[src/rtl/arb_pkg.sv]
// Shared types and helpers for the memory arbiter and related arbiters.
package arb_pkg;

  typedef enum logic [1:0] {
    ArbIdle,
    ArbAccess,
    ArbReadWait
  } arb_state_e;

  localparam int unsigned DefaultAw = 16;
  localparam int unsigned DefaultDw = 16;

  // Index width for n requesters; never below 1 so NREQ=1 still gets a real vector.
  function automatic int unsigned idx_w(int unsigned n);
    return (n > 1) ? $clog2(n) : 1;
  endfunction

endpackage

[src/rtl/mem_arbiter_if.sv]
// Requester-side and RAM-side bus of the memory arbiter.
interface mem_arbiter_if
  import arb_pkg::*;
#(
  parameter int unsigned NREQ = 2,
  parameter int unsigned AW   = DefaultAw,
  parameter int unsigned DW   = DefaultDw
);

  logic [NREQ-1:0]    req_valid;
  logic [NREQ-1:0]    req_write;
  logic [NREQ-1:0]    req_lock;
  logic [NREQ*AW-1:0] req_addr;
  logic [NREQ*DW-1:0] req_wdata;
  logic [NREQ-1:0]    req_ack;
  logic [NREQ-1:0]    rsp_valid;
  logic [DW-1:0]      rsp_rdata;
  logic               mem_en;
  logic               mem_we;
  logic [AW-1:0]      mem_addr;
  logic [DW-1:0]      mem_wdata;
  logic [DW-1:0]      mem_rdata;

  // Requesters plus RAM model side.
  modport master (
    output req_valid, req_write, req_lock, req_addr, req_wdata, mem_rdata,
    input  req_ack, rsp_valid, rsp_rdata, mem_en, mem_we, mem_addr, mem_wdata
  );

  // Arbiter side.
  modport slave (
    input  req_valid, req_write, req_lock, req_addr, req_wdata, mem_rdata,
    output req_ack, rsp_valid, rsp_rdata, mem_en, mem_we, mem_addr, mem_wdata
  );

endinterface

[src/rtl/rr_picker.sv]
// Combinational round-robin select: first set valid bit at or above ptr, wrapping.
module rr_picker
  import arb_pkg::*;
#(
  parameter int unsigned NREQ = 2,
  parameter int unsigned IW   = idx_w(NREQ)
) (
  input  logic [NREQ-1:0] valid,
  input  logic [IW-1:0]   ptr,
  output logic            found,
  output logic [IW-1:0]   idx
);

  logic [2*NREQ-1:0] dbl;
  logic [NREQ-1:0]   rot;
  logic [NREQ-1:0]   tmp;
  int unsigned       k;

  // Rotate so ptr sits at bit 0, then take the lowest set bit.
  always_comb begin
    dbl   = {valid, valid};
    rot   = NREQ'(dbl >> ptr);
    found = 1'b0;
    idx   = '0;
    tmp   = '0;
    k     = 0;
    for (int unsigned i = 0; i < NREQ; i++) begin
      tmp = rot >> i;
      if (!found && tmp[0]) begin
        found = 1'b1;
        k     = 32'(ptr) + i;
        if (k >= NREQ) k = k - NREQ;
        idx = k[IW-1:0];
      end
    end
  end

endmodule

[src/rtl/mem_arbiter.sv]
// Round-robin arbiter with lock sharing one single-port synchronous RAM.
module mem_arbiter
  import arb_pkg::*;
#(
  parameter int unsigned NREQ = 2,
  parameter int unsigned AW   = DefaultAw,
  parameter int unsigned DW   = DefaultDw
) (
  input logic          clk,
  input logic          async_rst,
  mem_arbiter_if.slave bus
);

  localparam int unsigned IW = idx_w(NREQ);

  arb_state_e      state_q, state_d;
  logic [IW-1:0]   prio_ptr_q, prio_ptr_d;
  logic [IW-1:0]   lock_owner_q, lock_owner_d;
  logic            lock_valid_q, lock_valid_d;
  logic [IW-1:0]   cur_q, cur_d;
  logic [NREQ-1:0] req_ack_q, req_ack_d;
  logic [NREQ-1:0] rsp_valid_q, rsp_valid_d;
  logic [DW-1:0]   rsp_rdata_q, rsp_rdata_d;
  logic            mem_en_q, mem_en_d;
  logic            mem_we_q, mem_we_d;
  logic [AW-1:0]   mem_addr_q, mem_addr_d;
  logic [DW-1:0]   mem_wdata_q, mem_wdata_d;

  logic            pick_found;
  logic [IW-1:0]   pick_idx;
  logic            owner_req;
  logic            win_valid;
  logic [IW-1:0]   win;
  int unsigned     nxt;

  rr_picker #(
    .NREQ (NREQ),
    .IW   (IW)
  ) u_picker (
    .valid (bus.req_valid),
    .ptr   (prio_ptr_q),
    .found (pick_found),
    .idx   (pick_idx)
  );

  // Next-state: arbitrate in idle, then sequence the access onto the RAM port.
  always_comb begin
    state_d      = state_q;
    prio_ptr_d   = prio_ptr_q;
    lock_owner_d = lock_owner_q;
    lock_valid_d = lock_valid_q;
    cur_d        = cur_q;
    req_ack_d    = '0;
    rsp_valid_d  = '0;
    rsp_rdata_d  = rsp_rdata_q;
    mem_en_d     = 1'b0;
    mem_we_d     = 1'b0;
    mem_addr_d   = mem_addr_q;
    mem_wdata_d  = mem_wdata_q;
    owner_req    = lock_valid_q & bus.req_valid[lock_owner_q];
    win_valid    = 1'b0;
    win          = '0;
    nxt          = 0;

    case (state_q)
      ArbIdle: begin
        if (owner_req) begin
          win       = lock_owner_q;
          win_valid = 1'b1;
        end else begin
          // An idle owner forfeits the lock; round-robin resumes from prio_ptr.
          lock_valid_d = 1'b0;
          win          = pick_idx;
          win_valid    = pick_found;
        end
        if (win_valid) begin
          req_ack_d    = NREQ'(1) << win;
          mem_en_d     = 1'b1;
          mem_we_d     = bus.req_write[win];
          mem_addr_d   = AW'(bus.req_addr >> (32'(win) * AW));
          mem_wdata_d  = DW'(bus.req_wdata >> (32'(win) * DW));
          nxt          = 32'(win) + 1;
          if (nxt >= NREQ) nxt = 0;
          prio_ptr_d   = nxt[IW-1:0];
          lock_valid_d = bus.req_lock[win];
          lock_owner_d = win;
          cur_d        = win;
          state_d      = ArbAccess;
        end
      end
      ArbAccess: begin
        state_d = mem_we_q ? ArbIdle : ArbReadWait;
      end
      ArbReadWait: begin
        rsp_rdata_d = bus.mem_rdata;
        rsp_valid_d = NREQ'(1) << cur_q;
        state_d     = ArbIdle;
      end
      default: begin
        state_d = ArbIdle;
      end
    endcase
  end

  // State and registered outputs; reset abandons any in-flight access.
  always_ff @(posedge clk or posedge async_rst) begin
    if (async_rst) begin
      state_q      <= ArbIdle;
      prio_ptr_q   <= '0;
      lock_owner_q <= '0;
      lock_valid_q <= 1'b0;
      cur_q        <= '0;
      req_ack_q    <= '0;
      rsp_valid_q  <= '0;
      rsp_rdata_q  <= '0;
      mem_en_q     <= 1'b0;
      mem_we_q     <= 1'b0;
      mem_addr_q   <= '0;
      mem_wdata_q  <= '0;
    end else begin
      state_q      <= state_d;
      prio_ptr_q   <= prio_ptr_d;
      lock_owner_q <= lock_owner_d;
      lock_valid_q <= lock_valid_d;
      cur_q        <= cur_d;
      req_ack_q    <= req_ack_d;
      rsp_valid_q  <= rsp_valid_d;
      rsp_rdata_q  <= rsp_rdata_d;
      mem_en_q     <= mem_en_d;
      mem_we_q     <= mem_we_d;
      mem_addr_q   <= mem_addr_d;
      mem_wdata_q  <= mem_wdata_d;
    end
  end

  assign bus.req_ack   = req_ack_q;
  assign bus.rsp_valid = rsp_valid_q;
  assign bus.rsp_rdata = rsp_rdata_q;
  assign bus.mem_en    = mem_en_q;
  assign bus.mem_we    = mem_we_q;
  assign bus.mem_addr  = mem_addr_q;
  assign bus.mem_wdata = mem_wdata_q;

endmodule

[src/flat_wrapper.sv]
// flat-port wrapper written by rule: the top's interface ports become plain ports
module mem_arbiter_flat import arb_pkg::*;
#(
  parameter int unsigned NREQ = 2,
  parameter int unsigned AW   = DefaultAw,
  parameter int unsigned DW   = DefaultDw
)
  (clk, async_rst, bus_req_valid, bus_req_write, bus_req_lock, bus_req_addr, bus_req_wdata, bus_mem_rdata, bus_req_ack, bus_rsp_valid, bus_rsp_rdata, bus_mem_en, bus_mem_we, bus_mem_addr, bus_mem_wdata);
  mem_arbiter_if #(.NREQ(NREQ), .AW(AW), .DW(DW)) bus_i ();
  input logic clk;
  input logic async_rst;
  input wire logic [$bits(bus_i.req_valid)-1:0] bus_req_valid;
  input wire logic [$bits(bus_i.req_write)-1:0] bus_req_write;
  input wire logic [$bits(bus_i.req_lock)-1:0] bus_req_lock;
  input wire logic [$bits(bus_i.req_addr)-1:0] bus_req_addr;
  input wire logic [$bits(bus_i.req_wdata)-1:0] bus_req_wdata;
  input wire logic [$bits(bus_i.mem_rdata)-1:0] bus_mem_rdata;
  output wire logic [$bits(bus_i.req_ack)-1:0] bus_req_ack;
  output wire logic [$bits(bus_i.rsp_valid)-1:0] bus_rsp_valid;
  output wire logic [$bits(bus_i.rsp_rdata)-1:0] bus_rsp_rdata;
  output wire logic [$bits(bus_i.mem_en)-1:0] bus_mem_en;
  output wire logic [$bits(bus_i.mem_we)-1:0] bus_mem_we;
  output wire logic [$bits(bus_i.mem_addr)-1:0] bus_mem_addr;
  output wire logic [$bits(bus_i.mem_wdata)-1:0] bus_mem_wdata;
  assign bus_i.req_valid = bus_req_valid;
  assign bus_i.req_write = bus_req_write;
  assign bus_i.req_lock = bus_req_lock;
  assign bus_i.req_addr = bus_req_addr;
  assign bus_i.req_wdata = bus_req_wdata;
  assign bus_i.mem_rdata = bus_mem_rdata;
  assign bus_req_ack = bus_i.req_ack;
  assign bus_rsp_valid = bus_i.rsp_valid;
  assign bus_rsp_rdata = bus_i.rsp_rdata;
  assign bus_mem_en = bus_i.mem_en;
  assign bus_mem_we = bus_i.mem_we;
  assign bus_mem_addr = bus_i.mem_addr;
  assign bus_mem_wdata = bus_i.mem_wdata;
  mem_arbiter #(.NREQ(NREQ), .AW(AW), .DW(DW)) u_core (.clk(clk), .async_rst(async_rst), .bus(bus_i));
endmodule
[config.mk]
export PLATFORM = sky130hd
export DESIGN_NAME = mem_arbiter_flat
export DESIGN_NICKNAME = d
export VERILOG_FILES = /design/src/rtl/arb_pkg.sv /design/src/rtl/mem_arbiter_if.sv /design/src/rtl/rr_picker.sv /design/src/rtl/mem_arbiter.sv /design/src/flat_wrapper.sv
export SDC_FILE = /design/constraint.sdc
export NUM_CORES = 1
export LEC_CHECK = 0
export CAP_MARGIN = 10
export CORE_UTILIZATION = 29
export CTS_CLUSTER_DIAMETER = 200
export CTS_CLUSTER_SIZE = 8
export DETAILED_ROUTE_END_ITERATION = 8
export SYNTH_ARGS = -nofsm -noshare
export SYNTH_HDL_FRONTEND = slang
export SYNTH_SLANG_ARGS = --single-unit
[constraint.sdc]
create_clock -name clk -period 4.4 [get_ports clk]
set_clock_uncertainty 0.05 [all_clocks]
set_input_delay 0.88 -clock clk [delete_from_list [all_inputs] [get_ports clk]]
set_output_delay 0.88 -clock clk [all_outputs]
set_load 0.02 [all_outputs]
==> results.json, run 1 <==
{
  "via_per_inst": 5.41,
  "cp_num_buf_inv": 2,
  "worstHoldPathType": "reg -> reg",
  "dieArea_um2": 10500,
  "fin_setup_tns_ns": 0,
  "first_pass_iters": 4,
  "cts_hold_buf": 0,
  "synthCells": 270,
  "routed_wl_mm": 9.49,
  "wl_met2_mm": 4.41,
  "critPathArrivalTime_ns": 2.84,
  "synthTopCellsByArea": "dfrtp_1 51%, o2111ai_1 20%, nand3_1 5.7%",
  "grt_pass1_wl_mm": 14.6,
  "crit_chain": "clkdlybuf4s50_1 > clkinv_1 > o2111ai_1 > nand3_1",
  "postRouteAntennaNets": 0,
  "dr.max_layer_used": "met4",
  "post-dp-hpwl_mm": 6.00,
  "p_per_area_nw_per_um2": 669,
  "synth-seq-area-share_pct": 50.6,
  "cts_tree": "done",
  "crit_path_end_kind": "flop",
  "num_rows": 36,
  "cts_root_buffer": "clkbuf_8",
  "wl_per_cell_um": 17.9,
  "ir_drop_uv": 277,
  "hold_violations": 0,
  "fin_crit_sh_pct": 61.2,
  "drc": 0,
  "area_growth_pct": 54.4,
  "clk_pin_slew_ns": 0.07,
  "hold_start": "u_core.bus.rsp_rdata[2]",
  "port_buffers": 141,
  "slew_headroom_pct": 20.4,
  "grt-ovfl-total": 0,
  "worstSkewPairLatency_ns": 0.32,
  "antennaDiodeCount": 0,
  "cts_buffer_depth": 2,
  "fin_nets": 479,
  "cts_sinks": 59,
  "reg2reg_from": "u_core.lock_valid_q",
  "first_iter_violations": 138,
  "start_util_pct": 29.8,
  "fp.dieW_um": 102,
  "antenna_found_initial": 0,
  "crit_start": "bus_req_valid[1]",
  "grt_pass1_vias": 2821,
  "gpl.final_weighted_congestion": 0.799,
  "fill_cells": 923,
  "crit_required_ns": 4.55,
  "drv_cap": 0,
  "fin_util_pct": 46.1,
  "grt_util_all_layers_pct": 18.4,
  "synth_top_area_share_pct": 50.6,
  "yosysTopAreaCell": "dfrtp_1",
  "crit_type": "in -> reg",
  "dr_wl_met3_um": 614,
  "synthDistinctLibCells": 26,
  "cp_slowest_stage_delay_ns": 0.82,
  "status": "finished clean",
  "fmax_mhz": 372,
  "ys_ff_latch": 59,
  "cts-resized-gates": 0,
  "total_power_mw": 3.01,
  "start_kind": "input port",
  "netlist_area_um2": 2920,
  "leakage_nw": 1.74,
  "grt_max_degree": 49,
  "slew_viol_final": 0,
  "synth_warnings": 0,
  "ioPinCount": 142,
  "cts_buffers": 9,
  "synth_nets": 358,
  "worst-path-max-fanout": 34,
  "setup_viol": 0,
  "m1WireLength_mm": 4.32,
  "dr_total_vias": 2863,
  "rsz0062_at_grt": "no",
  "drive_gt1_share_pct": 8.08,
  "syn_area_per_cell_um2": 10.8,
  "coreArea_um2": 9770,
  "die_h_um": 102,
  "crit_family": "buffers and inverters",
  "crit_path_top_delay_cell": "clkinv_1",
  "h-tree-depth": 3,
  "post_cts_buffers": 0,
  "worstMarginPinSlew_ns": 1.17,
  "min_period_ns": 2.69
}
final timing paths:
path	endpoint	slack [ns]	cells past startpoint
min in group asynchronous	u_core.bus.mem_wdata[5]	0.99	2
worst min-delay path	u_core.bus.rsp_rdata[2]	0.44	1
worst max register to register	u_core.lock_owner_q	2.34	3
max in group asynchronous	u_core.lock_valid_q	2.51	3
worst max-delay path	u_core.bus.mem_wdata[4]	1.71	4
worst min register to register	u_core.bus.rsp_rdata[2]	0.44	1
through the flow:
step,hold WS (ns),setup WS [ns],cell area (µm²),instances
6_report,0.441,1.71,4500,529
5_1_grt,0.458,1.55,4500,529
4_1_cts,0.449,1.72,4500,529
3_5_place_dp,0.435,1.40,4340,513
3_3_place_gp,0.424,1.41,4340,513
2_1_floorplan,0.397,2.01,2920,270
registers in the layout, indices dropped and copies added, names as in the netlist:
signal and flops:
u_core.bus.mem_addr 16, u_core.bus.mem_en 1, u_core.bus.mem_wdata 16, u_core.bus.mem_we 1, u_core.bus.req_ack 2, u_core.bus.rsp_rdata 16, u_core.bus.rsp_valid 2, u_core.lock_owner_q 1
u_core.lock_valid_q 1, u_core.prio_ptr_q 1, u_core.state_q 2
placed cells by master, fill, tap and decap left out, drive strengths merged, types with 6 or more instances in the layout:
cell type,n
nor2,6
dfrtp,59
clkdlybuf4s50,140
o2111ai,66
clkbuf,11
o21ai,33
nand3,33
mux2,17
cell families (layout without fill, tap and decap cells):
group / after synthesis / count (layout) / share of synthesized area (%)
DFF: 59 / 59 / 50.6
muxes: 18 / 18 / 7.46
buffers and inverters: 41 / 167 / 7.21
and+or+nand+nor: 48 / 48 / 7.98
AOI/OAI and AO/OA: 104 / 104 / 26.7
synthesized netlist by cell type (all sizes together):
master,instances
dfrtp,59
nand2,5
and3,1
nor2,6
o21a,1
nor3b,1
o2111ai,66
inv,5
a32o,1
or2,1
o21ai,33
o2bb2ai,1
mux2,17
nand2b,1
clkbuf,13
a21oi,2
mux2i,1
nand3,33
buf,22
clkinv,1
cell type report:
type                       count  area, µm²  share of cell area, %
timing repair buffer         145       1440                   31.9
multi-input combinational    170       1240                   27.5
tap                          133        166                   3.70
clock buffer                  11        131                   2.92
clock inverter                 5       30.0                  0.667
sequential                    59       1480                   32.8
inverter                       6       22.5                  0.500
layer usage:
metal	up-vias	GRT usage (%)
met3	15	3.21
met5	-	0
met1	1397	24.5
met2	136	29.7
li1	1315	-
met4	0	7.58
power breakdown:
part / leakage [nW] / switching, mW / internal (mW) / total (mW)
clock: 0.0791 / 0.212 / 0.201 / 0.413
combinational: 0.936 / 0.933 / 0.715 / 1.65
sequential: 0.723 / 0.149 / 0.804 / 0.953
total: 1.74 / 1.29 / 1.72 / 3.01
worst register-to-register path: cells and delay by family (launching register included):
kind	cells	cell delay (ns)
mux	1	0.99
flops	1	0.46
compound gates	1	0.31
simple gates	1	0.16
(Power assumes the default switching activity.)
==> run 2: changes to the inputs <==
==> constraint.sdc (replaced) <==
create_clock -name clk -period 2.72 [get_ports clk]
set_clock_uncertainty 0.05 [all_clocks]
set_input_delay 0.544 -clock clk [delete_from_list [all_inputs] [get_ports clk]]
set_output_delay 0.544 -clock clk [all_outputs]
set_load 0.02 [all_outputs]
==> run 2 against run 1 <==
Against the previous run: routed wire length up 0.71%; via count up 2.3%; critical path depth is the same; global-route usage decreased by 0.37 points; power up 68%; sequential cell count unchanged; clock power is 94% higher; sequential power increased by 63%; worst hold slack got worse by 0.00097 ns; combinational power rose by 65%.
==> results.json, run 2 (synthesized netlist as in run 1, its figures left out) <==
{
  "first_pass_iters": 5,
  "coreArea_um2": 9770,
  "worstHoldPathType": "reg -> reg",
  "fp.dieW_um": 102,
  "p_per_area_nw_per_um2": 1100,
  "final_cell_mix": "140 x clkdlybuf4s50_1, 66 x o2111ai_1, 59 x dfrtp_1",
  "wl_per_cell_um": 17.9,
  "grt_max_degree": 60,
  "grt_pass1_wl_mm": 14.4,
  "worst-path-max-fanout": 32,
  "post-dp-hpwl_mm": 6.19,
  "area_growth_pct": 57.2,
  "crit_path_end_kind": "flop",
  "fin_setup_tns_ns": 0,
  "crit_type": "in -> reg",
  "reg2reg_from": "u_core.state_q[1]",
  "fin_nets": 484,
  "antenna_found_initial": 0,
  "place_ws_ns": 0.362,
  "num_rows": 36,
  "critPathArrivalTime_ns": 2.24,
  "crit_required_ns": 2.93,
  "cp_slowest_stage_delay_ns": 0.91,
  "fin_util_pct": 46.9,
  "ir_drop_uv": 413,
  "cts_tree": "done",
  "fmax_mhz": 492,
  "crit_chain": "clkdlybuf4s50_1 > nor2_2 > o21ai_0 > nand3_1",
  "hold_start": "u_core.bus.rsp_rdata[2]",
  "start_kind": "input port",
  "setup_viol": 0,
  "m1WireLength_mm": 4.24,
  "setup_ws_ns": 0.690,
  "postRouteAntennaNets": 0,
  "cts_sinks": 59,
  "cts-resized-gates": 0,
  "drc": 0,
  "cts_buffer_depth": 2,
  "antennaDiodeCount": 0,
  "start_util_pct": 29.8,
  "port_buffers": 141,
  "fin_crit_sh_pct": 74.7,
  "drive_gt1_share_pct": 9.48,
  "r2r_end": "u_core.bus.mem_addr[1]",
  "dieArea_um2": 10500,
  "cts_root_buffer": "clkbuf_8",
  "grt_pass1_vias": 2818,
  "holdPathStages": 1,
  "die_h_um": 102,
  "post_cts_buffers": 0,
  "dr_wl_met3_um": 709,
  "first_iter_violations": 167,
  "cts_hold_buf": 0,
  "drv_cap": 0,
  "hold_path_end": "u_core.bus.rsp_rdata[2]",
  "slew_headroom_pct": 21.2,
  "layout_commonest_cell": "clkdlybuf4s50_1",
  "worstSkewPairLatency_ns": 0.33,
  "hold_violations": 0,
  "slew_viol_final": 0,
  "clk_pin_slew_ns": 0.07,
  "grt-ovfl-total": 0,
  "status": "finished clean",
  "leakage_nw": 1.79,
  "dr.max_layer_used": "met4",
  "worstMarginPinSlew_ns": 1.18,
  "rsz0062_at_grt": "no",
  "routed_wl_mm": 9.56,
  "grt_util_all_layers_pct": 18.1,
  "ioPinCount": 142,
  "cts_buffers": 9,
  "h-tree-depth": 3,
  "wl_met2_mm": 4.43,
  "crit_family": "simple AND/OR/NAND/NOR gates",
  "r2r_slack_ns": 0.95,
  "via_per_inst": 5.49,
  "gpl.final_weighted_congestion": 0.745,
  "dr_total_vias": 2929,
  "crit_path_top_delay_cell": "nor2_2",
  "r2r_cells": 3,
  "cp_num_buf_inv": 1,
  "min_period_ns": 2.03
}
==> run 2: changes by cell type in the layout (fill, tap and decap cells not counted) <==
cell and change:
buf_4 +4, buf_12 +1, bufinv_16 +1, clkbuf_1 -1, clkbuf_8 +1, clkinvlp_4 -1
==> run 2: where the power goes <==
part           internal (mW)  total, mW  switching [mW]
logic                   1.21       2.72            1.51
clock network          0.444      0.802           0.358
registers               1.30       1.55           0.248
==> run 2: worst reg2reg max path, stage by stage, from the launching register on <==
cell and delay [ns]:
dfrtp_1 0.42, or2_1 0.86, o21ai_0 0.24, nand3_1 0.13
==> run 2: metal layers <==
layer  up-vias  global-route usage, %
li1       1332                      -
met1      1430                   24.0
met2       149                   28.2
met3        18                   4.04
met4         0                   7.80
met5         -                      0
==> run 2: metrics by stage <==
stage                     cells  power, mW  area (µm²)  hold slack, ns
after floorplan             270       3.13        2920           0.397
after global placement      518       4.24        4390           0.424
after detailed placement    518       4.29        4390           0.430
after CTS                   534       5.10        4590           0.446
after global routing        534       5.37        4590           0.464
final                       534       5.07        4590           0.440
==> run 2: area by class of cell <==
cell class / instances / area, µm²
Fill cell: 924 / 5190
Timing Repair Buffer: 150 / 1490
Sequential cell: 59 / 1480
Multi-Input combinational cell: 170 / 1240
Tap cell: 133 / 166
Clock buffer: 11 / 141
Clock inverter: 5 / 52.6
Inverter: 6 / 22.5
==> run 2: how the worst max path moves through the flow <==
stage,from,endpoint,slack [ns],depth (start not counted)
after floorplan,async_rst,u_core.bus.mem_addr[0],0.67,1
after global placement,bus_req_valid[1],u_core.bus.mem_addr[1],0.44,4
after detailed placement,bus_req_valid[1],u_core.bus.mem_wdata[2],0.36,4
after CTS,bus_req_valid[1],u_core.bus.mem_addr[10],0.71,4
after global routing,bus_req_valid[1],u_core.bus.mem_addr[1],0.54,4
final,bus_req_valid[1],u_core.bus.mem_wdata[8],0.69,4
==> run 3: changes to the inputs <==
==> constraint.sdc (replaced) <==
create_clock -name clk -period 1.9 [get_ports clk]
set_clock_uncertainty 0.05 [all_clocks]
set_input_delay 0.38 -clock clk [delete_from_list [all_inputs] [get_ports clk]]
set_output_delay 0.38 -clock clk [all_outputs]
set_load 0.02 [all_outputs]
==> run 3 against run 2 <==
Against the previous run: worst hold slack got worse by 0.13 ns; via count is 0.72% lower; sequential cell count unchanged; combinational power grew 45%; register-to-register slack worse by 0.62 ns; cell area increased by 2.7%; cell count grew 2.2%; die area did not move; sequential power grew 43%; critical endpoint is now bus_mem_we; highest routed layer unchanged.
==> results.json, run 3 (synthesized netlist as in run 1, its figures left out) <==
{
  "status": "finished clean",
  "setup_viol": 0,
  "first_iter_violations": 182,
  "crit_path_top_delay_cell": "clkdlybuf4s50_1",
  "worstSkewPairLatency_ns": 0.32,
  "cts-resized-gates": 0,
  "worstHoldPathType": "in -> async",
  "fin_crit_sh_pct": 93.1,
  "cts_buffers": 9,
  "leakage_nw": 1.86,
  "antenna_found_initial": 0,
  "clk_pin_slew_ns": 0.06,
  "critPathArrivalTime_ns": 1.34,
  "grt_pass1_wl_mm": 14.5,
  "postRouteAntennaNets": 0,
  "h-tree-depth": 3,
  "rsz0062_at_grt": "no",
  "cp_slowest_stage_delay_ns": 0.63,
  "post_cts_buffers": 0,
  "hold_violations": 0,
  "drive_gt1_share_pct": 11.9,
  "first_pass_iters": 5,
  "crit_chain": "clkdlybuf4s50_1",
  "cts_root_buffer": "clkbuf_8",
  "fin_setup_tns_ns": 0,
  "layout_commonest_cell": "clkdlybuf4s50_1",
  "crit_family": "buffers and inverters",
  "fin_util_pct": 48.2,
  "drv_cap": 0,
  "fin_nets": 497,
  "dieArea_um2": 10500,
  "fp.dieW_um": 102,
  "worstMarginPinSlew_ns": 0.455,
  "slew_headroom_pct": 69.0,
  "crit_required_ns": 1.47,
  "cp_num_buf_inv": 1,
  "slew_viol_final": 0,
  "port_buffers": 141,
  "min_period_ns": 1.77,
  "ioPinCount": 142,
  "grt_max_degree": 40,
  "dr_total_vias": 2908,
  "num_rows": 36,
  "coreArea_um2": 9770,
  "final_cell_mix": "140 x clkdlybuf4s50_1, 66 x o2111ai_1, 59 x dfrtp_1",
  "die_h_um": 102,
  "grt-ovfl-total": 0,
  "start_util_pct": 29.8,
  "grt_util_all_layers_pct": 18.2,
  "ir_drop_uv": 547,
  "gpl.final_weighted_congestion": 0.795,
  "cts_buffer_depth": 2,
  "area_growth_pct": 61.4,
  "crit_type": "reg -> out",
  "fmax_mhz": 565,
  "p_per_area_nw_per_um2": 1550,
  "start_kind": "flop",
  "post-dp-hpwl_mm": 6.57,
  "grt_pass1_vias": 2914,
  "via_per_inst": 5.33,
  "fin_cells": 546,
  "routed_wl_mm": 9.36,
  "worst-path-max-fanout": 2,
  "cts_sinks": 59,
  "placed_cells": 531,
  "cts_tree": "done",
  "antennaDiodeCount": 0,
  "wl_per_cell_um": 17.1,
  "cts_hold_buf": 0,
  "crit_path_end_kind": "output port",
  "drc": 0
}
==> run 3: cell count changes in the layout (fill, tap and decap cells not counted), sizes merged <==
cell,before,now
buf,10,23
clkbuf,11,13
clkinv,4,2
clkinvlp,1,0
==> run 3: final cells by class <==
cell class,instances,area (µm²)
fill,952,5070
timing repair buffer,163,1610
sequential,59,1480
multi-input combinational,170,1240
tap,133,166
clock buffer,13,159
clock inverter,2,35.0
inverter,6,22.5
==> run 3: metrics by stage <==
step	cell area, µm²	total power [mW]	hold slack, ns	setup slack [ns]
2_1_floorplan	2920	4.49	0.397	0.0137
4_1_cts	4710	7.38	0.314	0.0997
5_1_grt	4710	7.78	0.327	0.0616
6_report	4710	7.30	0.315	0.131
3_3_place_gp	4510	6.15	0.424	0.196
3_5_place_dp	4510	6.21	0.430	0.165
==> run 3: power breakdown <==
group,leakage [nW],internal (mW),switching [mW]
Combinational,1.04,1.80,2.15
Sequential,0.723,1.86,0.352
Clock,0.0995,0.669,0.465
==> run 3: final timing paths <==
check | start | end | slack (ns) | cells past startpoint
max | u_core.bus.mem_we | bus_mem_we | 0.13 | 1
min | async_rst | u_core.bus.mem_wdata[2] | 0.31 | 2
max reg2reg | u_core.lock_valid_q | u_core.bus.mem_wdata[1] | 0.33 | 4
min reg2reg | u_core.bus.rsp_rdata[2] | u_core.bus.rsp_rdata[2] | 0.44 | 1
max in group asynchronous | async_rst | u_core.bus.mem_addr[0] | 1.02 | 3
min in group clk | u_core.bus.rsp_rdata[2] | u_core.bus.rsp_rdata[2] | 0.44 | 1
==> run 3: layer usage <==
layer / global-route usage [%] / up-vias / routed length, µm
met4: 9.56 / 0 / 231
li1: - / 1352 / -
met3: 4.38 / 27 / 678
met1: 23.4 / 1391 / 4020
met2: 28.4 / 138 / 4440
met5: 0 / - / 0
